`config.mk`:
```
export PLATFORM = sky130hd
export DESIGN_NAME = comp_arb_ctrl
export DESIGN_NICKNAME = d
export VERILOG_FILES = /design/src/rtl/comp_arb_ctrl.sv
export SDC_FILE = /design/constraint.sdc
export NUM_CORES = 1
export LEC_CHECK = 0
export ABC_CLOCK_PERIOD_IN_PS = 2800
export BUFFER_PORTS_ARGS = -buffer_cell sky130_fd_sc_hd__buf_2
export CAP_MARGIN = 20
export CORE_MARGIN = 1
export CORE_UTILIZATION = 48
export CTS_BUF_LIST = sky130_fd_sc_hd__clkbuf_2 sky130_fd_sc_hd__clkbuf_4 sky130_fd_sc_hd__clkbuf_8
export CTS_CLUSTER_DIAMETER = 60
export DETAILED_ROUTE_END_ITERATION = 6
export HOLD_SLACK_MARGIN = 0.15
export PLACE_DENSITY = 0.87
export SLEW_MARGIN = 20
export SYNTH_ARGS = -nofsm -noshare
export SYNTH_HDL_FRONTEND = slang
export SYNTH_SLANG_ARGS = --single-unit
```
`constraint.sdc`:
```
create_clock -name clk -period 2.8 [get_ports clk]
set_input_delay 0.14 -clock clk [delete_from_list [all_inputs] [get_ports clk]]
set_output_delay 0.14 -clock clk [all_outputs]
set_load 0.01 [all_outputs]
```
`src/rtl/comp_arb_ctrl.sv`:
```
// Round-robin arbiter/sequencer sharing one equality comparator among NREQ requesters.
// Optional COMP_ARB_STATS_EN adds compare/match counters with a synchronous clear.
module comp_arb_ctrl #(
   parameter int NREQ  = 4,
   parameter int WIDTH = 8
) (
   input  logic                  clk,
   input  logic                  rst_n,
   input  logic [NREQ-1:0]       req,
   input  logic [NREQ*WIDTH-1:0] a_in,
   input  logic [NREQ*WIDTH-1:0] b_in,
   output logic [NREQ-1:0]       gnt,
   output logic [NREQ-1:0]       done,
   output logic                  match,
   output logic [WIDTH-1:0]      cmp_a,
   output logic [WIDTH-1:0]      cmp_b,
   input  logic                  cmp_eq,
   output logic                  busy
`ifdef COMP_ARB_STATS_EN
   ,
   input  logic                  stats_clr,
   output logic [15:0]           cmp_cnt,
   output logic [15:0]           match_cnt
`endif
);

   localparam int PW = $clog2(NREQ);

   typedef enum logic {IDLE, EVAL} state_t;

   state_t           state, state_nxt;
   logic [PW-1:0]    rr_ptr, rr_nxt;
   logic [PW-1:0]    win, cand;
   logic             found;
   logic [NREQ-1:0]  gnt_nxt, done_nxt;
   logic             match_nxt, busy_nxt;
   logic [WIDTH-1:0] a_nxt, b_nxt;

   // search starts just past the last-served index and wraps
   always_comb begin
      win   = rr_ptr;
      found = 1'b0;
      cand  = '0;
      for (int i = 1; i <= NREQ; i++) begin
         cand = PW'((int'(rr_ptr) + i) % NREQ);
         if (!found && req[cand]) begin
            found = 1'b1;
            win   = cand;
         end
      end
   end

   always_comb begin
      state_nxt = state;
      rr_nxt    = rr_ptr;
      gnt_nxt   = '0;
      done_nxt  = '0;
      match_nxt = match;
      busy_nxt  = 1'b0;
      a_nxt     = cmp_a;
      b_nxt     = cmp_b;
      case (state)
         IDLE: begin
            if (found) begin
               state_nxt = EVAL;
               rr_nxt    = win;
               gnt_nxt   = NREQ'(1) << win;
               busy_nxt  = 1'b1;
               a_nxt     = a_in[win*WIDTH +: WIDTH];
               b_nxt     = b_in[win*WIDTH +: WIDTH];
            end
         end
         EVAL: begin
            state_nxt = IDLE;
            match_nxt = cmp_eq;
            done_nxt  = gnt;
         end
         default: state_nxt = IDLE;
      endcase
   end

   always_ff @(posedge clk) begin
      if (!rst_n) begin
         state  <= IDLE;
         rr_ptr <= PW'(NREQ - 1);
         gnt    <= '0;
         done   <= '0;
         match  <= 1'b0;
         busy   <= 1'b0;
         cmp_a  <= '0;
         cmp_b  <= '0;
      end else begin
         state  <= state_nxt;
         rr_ptr <= rr_nxt;
         gnt    <= gnt_nxt;
         done   <= done_nxt;
         match  <= match_nxt;
         busy   <= busy_nxt;
         cmp_a  <= a_nxt;
         cmp_b  <= b_nxt;
      end
   end

`ifdef COMP_ARB_STATS_EN
   // clear beats a coincident increment; both counters saturate
   always_ff @(posedge clk) begin
      if (!rst_n || stats_clr) begin
         cmp_cnt   <= '0;
         match_cnt <= '0;
      end else if (state == EVAL) begin
         if (cmp_cnt != 16'hFFFF)
            cmp_cnt <= cmp_cnt + 16'd1;
         if (cmp_eq && match_cnt != 16'hFFFF)
            match_cnt <= match_cnt + 16'd1;
      end
   end
`endif

endmodule

```
# Word level (Yosys, flattened, before mapping)
# Index checks and enable logic that the tools add are counted.
dict set report totals {
  output_inout_bits 26
  ff_bits 29
  in_bits 71
  elab_cells 50
}
dict set report classes {
  reduce_logical 10
  n_bitwise 3
  n_addsub 4
  shifts 3
  muxes 18
  order_cmp 4
}
# operator n
set op_table {}
lappend op_table {{$shiftx A32 B6 Y8} 2}
lappend op_table {{$lt A2 B3 Y1 const B} 4}
lappend op_table {{$mux W1} 9}
lappend op_table {{$bmux W1 S2} 4}
lappend op_table {{$mux W2} 4}
lappend op_table {{$add A2 B1 Y2 const B} 2}
lappend op_table {{$add A2 B2 Y2 const B} 2}
lappend op_table {{$reduce_and A2 Y1} 2}
lappend op_table {{$shl A1 B2 Y4 const A} 1}
lappend op_table {{$logic_and A1 B1 Y1} 3}
lappend op_table {{$logic_not A1 Y1} 3}
lappend op_table {{$not A1 Y1} 3}
lappend op_table {{$reduce_or A3 Y1} 1}
lappend op_table {{$pmux W1 S2} 1}
lappend op_table {{$reduce_or A2 Y1} 1}

# Logic depth before layout (Yosys ltp)
dict set report logic_depth {
  depth_word 15
  depth_mapped 8
  ltp_nobuf 6
}

# Least setup slack after synthesis
# No wires, ideal clock.
dict set report synth_path {
  path_kind {flip-flop to flip-flop}
  start {reg rr_ptr[1]}
  end {reg cmp_a[5]}
  synth_period_minus_slack_ns 1.530
  arrival_ns 1.401
  path_stages_with_launch 9
  path_slack_ns 1.270
  path_buffers 3
  cell_sequence {dfxtp_1 > buf_4 > mux2i_1 > or2_1 > buf_6 > nand3_4 > buf_6 > mux2i_1 > o211ai_2}
}
dict set report synth_between {
  elab_chain_len 14
}
# element line
set synth_rtl {}
lappend synth_rtl {{start: declaration} 32} ;# logic [PW-1:0] rr_ptr, rr_nxt;
lappend synth_rtl {{start signal: assignment} 85} ;# rr_ptr <= PW'(NREQ - 1);
lappend synth_rtl {{start signal: assignment} 94} ;# rr_ptr <= rr_nxt;
lappend synth_rtl {{$add A2 B1 Y2} 45} ;# cand = PW'((int'(rr_ptr) + i) % NREQ);
lappend synth_rtl {{$bmux W1 S2} 46} ;# if (!found && req[cand]) begin
lappend synth_rtl {{$mux W1 (not written as such)} 46}
lappend synth_rtl {{$mux W1} 46}
lappend synth_rtl {{$logic_not A1 Y1} 46}
lappend synth_rtl {{$logic_and A1 B1 Y1} 46}
lappend synth_rtl {{$mux W1} 46}
lappend synth_rtl {{$logic_not A1 Y1} 46}
lappend synth_rtl {{$logic_and A1 B1 Y1} 46}
lappend synth_rtl {{$mux W1} 46}
lappend synth_rtl {{$logic_not A1 Y1} 46}
lappend synth_rtl {{$logic_and A1 B1 Y1} 46}
lappend synth_rtl {{$mux W2 / $mux W1 (equally long branches)} 46}
lappend synth_rtl {{$shiftx A32 B6 Y8 / $reduce_and A2 Y1 (equally long branches)} --}
lappend synth_rtl {{end signal: assignment} 99} ;# cmp_a <= a_nxt;
lappend synth_rtl {{end: declaration} 15} ;# output logic [WIDTH-1:0] cmp_a,
# Parallel ways exist; a longest one is shown, timed or not. The select of a mux whose other input is x is not followed.
# A chain may end at the register's enable or synchronous reset.

# Worst setup path after layout
# Ends and elaborated chain as after synthesis.

==> results_dict.tcl <==
set metrics [dict create \
    outcome "complete, no violations" \
    synth-seq-cells 28 \
    via_count 2035 \
    power_mw 1.11 \
    width_of_the_die_microns 60.5 \
    tritoncts "yes" \
    layout_cells_sized_above_1_pct 33.9 \
    endpoint_kind "register" \
    kind_of_path_behind_the_tightest_hold_check "in2reg" \
    fin_nets 405 \
    drt_first_pass_iters 4 \
    place.detailed.instances 339 \
    synth_sequential_area_ratio_pct 34.1 \
    post_cts_resized 0 \
    area_growth_pct 51.6 \
    report.final.hold_viol_count 0 \
    cts.path.max_buffers 2 \
    grt_first_pass_wirelength_microns 8190 \
    drv_slew 0 \
    place_congestion 0.812 \
    cellPowerDensity_nw_per_um2 447 \
    rsz_0062_raised_after_global_routing "false" \
    vias_in_the_first_global_route 1857 \
    power_leakage_nw 1.29 \
    achievable-frequency_mhz 386 \
    cts-root-buf "clkbuf_4" \
    setup_viol 0 \
    viasPerCell 5.40 \
    avgSynthCellArea_sq_um 7.87 \
    peak_supply_drop_uv 269 \
    yosysWarningCount 0 \
    number_of_max_capacitance_violations_reported 0 \
    antenna_cells_inserted 0 \
    drt_wl_total_microns 5210 \
    core_area_sq_um 3150 \
    period_needed_ps 2590 \
    tightest_slew_ps 867 \
    grt_overflow_total 0 \
    cts.sinks 28 \
    critPathArrivalTime_ps 2820 \
    fin_crit_sh_pct 92.5 \
    start_util_pct 52.1 \
    detail-route-antenna-nets 0 \
    critPathMaxFanout 21 \
    place.port_buffers 96 \
    remaining_drc_errors 0 \
    skew_ps 4.00 \
    detail_route.iter0.violations 141 \
    worstSkewPairLatency_ps 330 \
    critical_path_rt_ps 3030 \
    syn_inst 209 \
    io-pin-count 97 \
    antenna_violations_before_repair 0 \
    synth_cell_type_count 32 \
    relSlewSlack_pct 41.9 \
    worstSetupStartpointType "register" \
    syn_area_sq_um 1640 \
    cts_htree_levels 1 \
    cts_buffers 3 \
    wl_per_cell_microns 13.8 \
    setup.worst_path.class "reg2reg" \
    final_util_pct 79.0 \
    dp.final_hpwl_microns 3220 \
    die_area_sq_um 3660 \
    vertical_extent_of_the_die_microns 60.5 \
    postSynthNetCount 280 \
    hold_ws_ps 154 \
    instances_no_fill 377 \
    fp-row-count 20 \
    largest_net_degree_at_the_start_of_global_routing 22 \
    clkTransAtPathRegs_ps 160 \
    grt_use_total_pct 29.6 \
    tns_setup_ps 0 \
]
layer usage:
layer  track usage (%)  wire, microns  vias to the layer above
met4              10.4            102                        0
met5                 0              0                        -
met3              3.20            361                       12
li1                  -              -                      982
met2              53.5           2680                      116
met1              36.4           2060                      925
worst paths after layout:
kind / from / end / slack, ps / cells after the start
worst max-delay path: rr_ptr[1] / cmp_a[5] / 210 / 5
worst min-delay path: b_in[30] / cmp_b[6] / 150 / 3
worst max register to register: rr_ptr[1] / cmp_a[5] / 210 / 5
worst min register to register: cmp_b[0] / cmp_b[0] / 490 / 2
cells in the final DEF (no fill, tap or decap), types with 4 or more instances in the layout:
cell type      count
o21ai_1            5
inv_1             20
nor3_1            18
buf_2             96
o21ai_0           11
nor2_1             4
dlygate4sd3_1     34
dfxtp_1           28
mux2i_1           18
nor2b_1            5
nand2_1           33
and3_1             4
a31oi_1           16
buf_4              5
o211ai_1          13
worst max-delay path, stage by stage (launching register included):
cell and delay [ps]:
dfxtp_1 490, nand3b_1 500, nand3_4 550, mux2i_1 260, dlygate4sd3_1 610, o211ai_2 80
where the power goes:
part | switching (mW) | leakage, nW | internal, mW | total (mW)
Combinational | 0.214 | 1.04 | 0.217 | 0.432
Sequential | 0.0309 | 0.230 | 0.449 | 0.480
Clock | 0.123 | 0.0210 | 0.0796 | 0.203
Total | 0.369 | 1.29 | 0.746 | 1.11
final cells by class:
type	instances	area, sq um
Sequential cell	28	561
Fill cell	229	661
Clock buffer	4	36.3
Multi-Input combinational cell	146	907
Tap cell	44	55.1
Inverter	20	75.1
Timing Repair Buffer	135	858
registers in the layout (all words and copies together) (netlist names):
| signal | flops |
|---|---|
| cmp_b | 8 |
| gnt | 4 |
| match | 1 |
| busy | 1 |
| done | 4 |
| cmp_a | 8 |
| rr_ptr | 2 |
cell usage after synthesis:
| library cell | n | area (sq um) |
|---|---|---|
| nand2_1 | 33 | 124 |
| dfxtp_1 | 28 | 561 |
| inv_1 | 20 | 75.1 |
| mux2i_1 | 18 | 180 |
| nor3_1 | 18 | 90.1 |
| a31oi_1 | 16 | 100 |
| o211ai_1 | 13 | 97.6 |
| o21ai_0 | 11 | 55.1 |
| buf_2 | 5 | 25.0 |
| nor2b_1 | 5 | 31.3 |
| o21ai_1 | 5 | 25.0 |
| and3_1 | 4 | 25.0 |
| nor2_1 | 4 | 15.0 |
| buf_4 | 3 | 22.5 |
| clkbuf_1 | 3 | 11.3 |
| o211ai_2 | 3 | 37.5 |
| a21oi_1 | 2 | 10.0 |
| buf_6 | 2 | 22.5 |
| nand2b_1 | 2 | 12.5 |
| nand3b_1 | 2 | 15.0 |
| a21o_1 | 1 | 7.51 |
| a31oi_2 | 1 | 12.5 |
| and2_1 | 1 | 6.26 |
| buf_8 | 1 | 15.0 |
| clkbuf_2 | 1 | 5.00 |
| nand2_2 | 1 | 6.26 |
| nand3_4 | 1 | 17.5 |
| nor3_2 | 1 | 10.0 |
| nor4_1 | 1 | 6.26 |
| o21a_1 | 1 | 7.51 |
| o21ai_2 | 1 | 8.76 |
| or2_1 | 1 | 6.26 |
through the flow:
step,cell area [sq um],setup slack [ps]
after global routing,2490,29.2
after CTS,2490,309
final,2490,210
after global placement,2120,899
after floorplan,1640,1270
after detailed placement,2120,822
logic make-up (layout without fill, tap and decap cells):
logic type	after synthesis	in the layout	share of synthesized area, %
AO/OA/AOI/OAI	54	54	22.0
flip-flops	28	28	34.1
AND/OR/NAND/NOR	74	74	22.2
buffers and inverters	35	159	10.7
multiplexers	18	18	11.0
repair_timing:
action	4_1_cts	5_1_grt
hold buffers	34	0
setup buffers	0	0
hold endpoints to repair	23	0
setup endpoints to repair	0	0
Power figures use the tool's default switching activity.
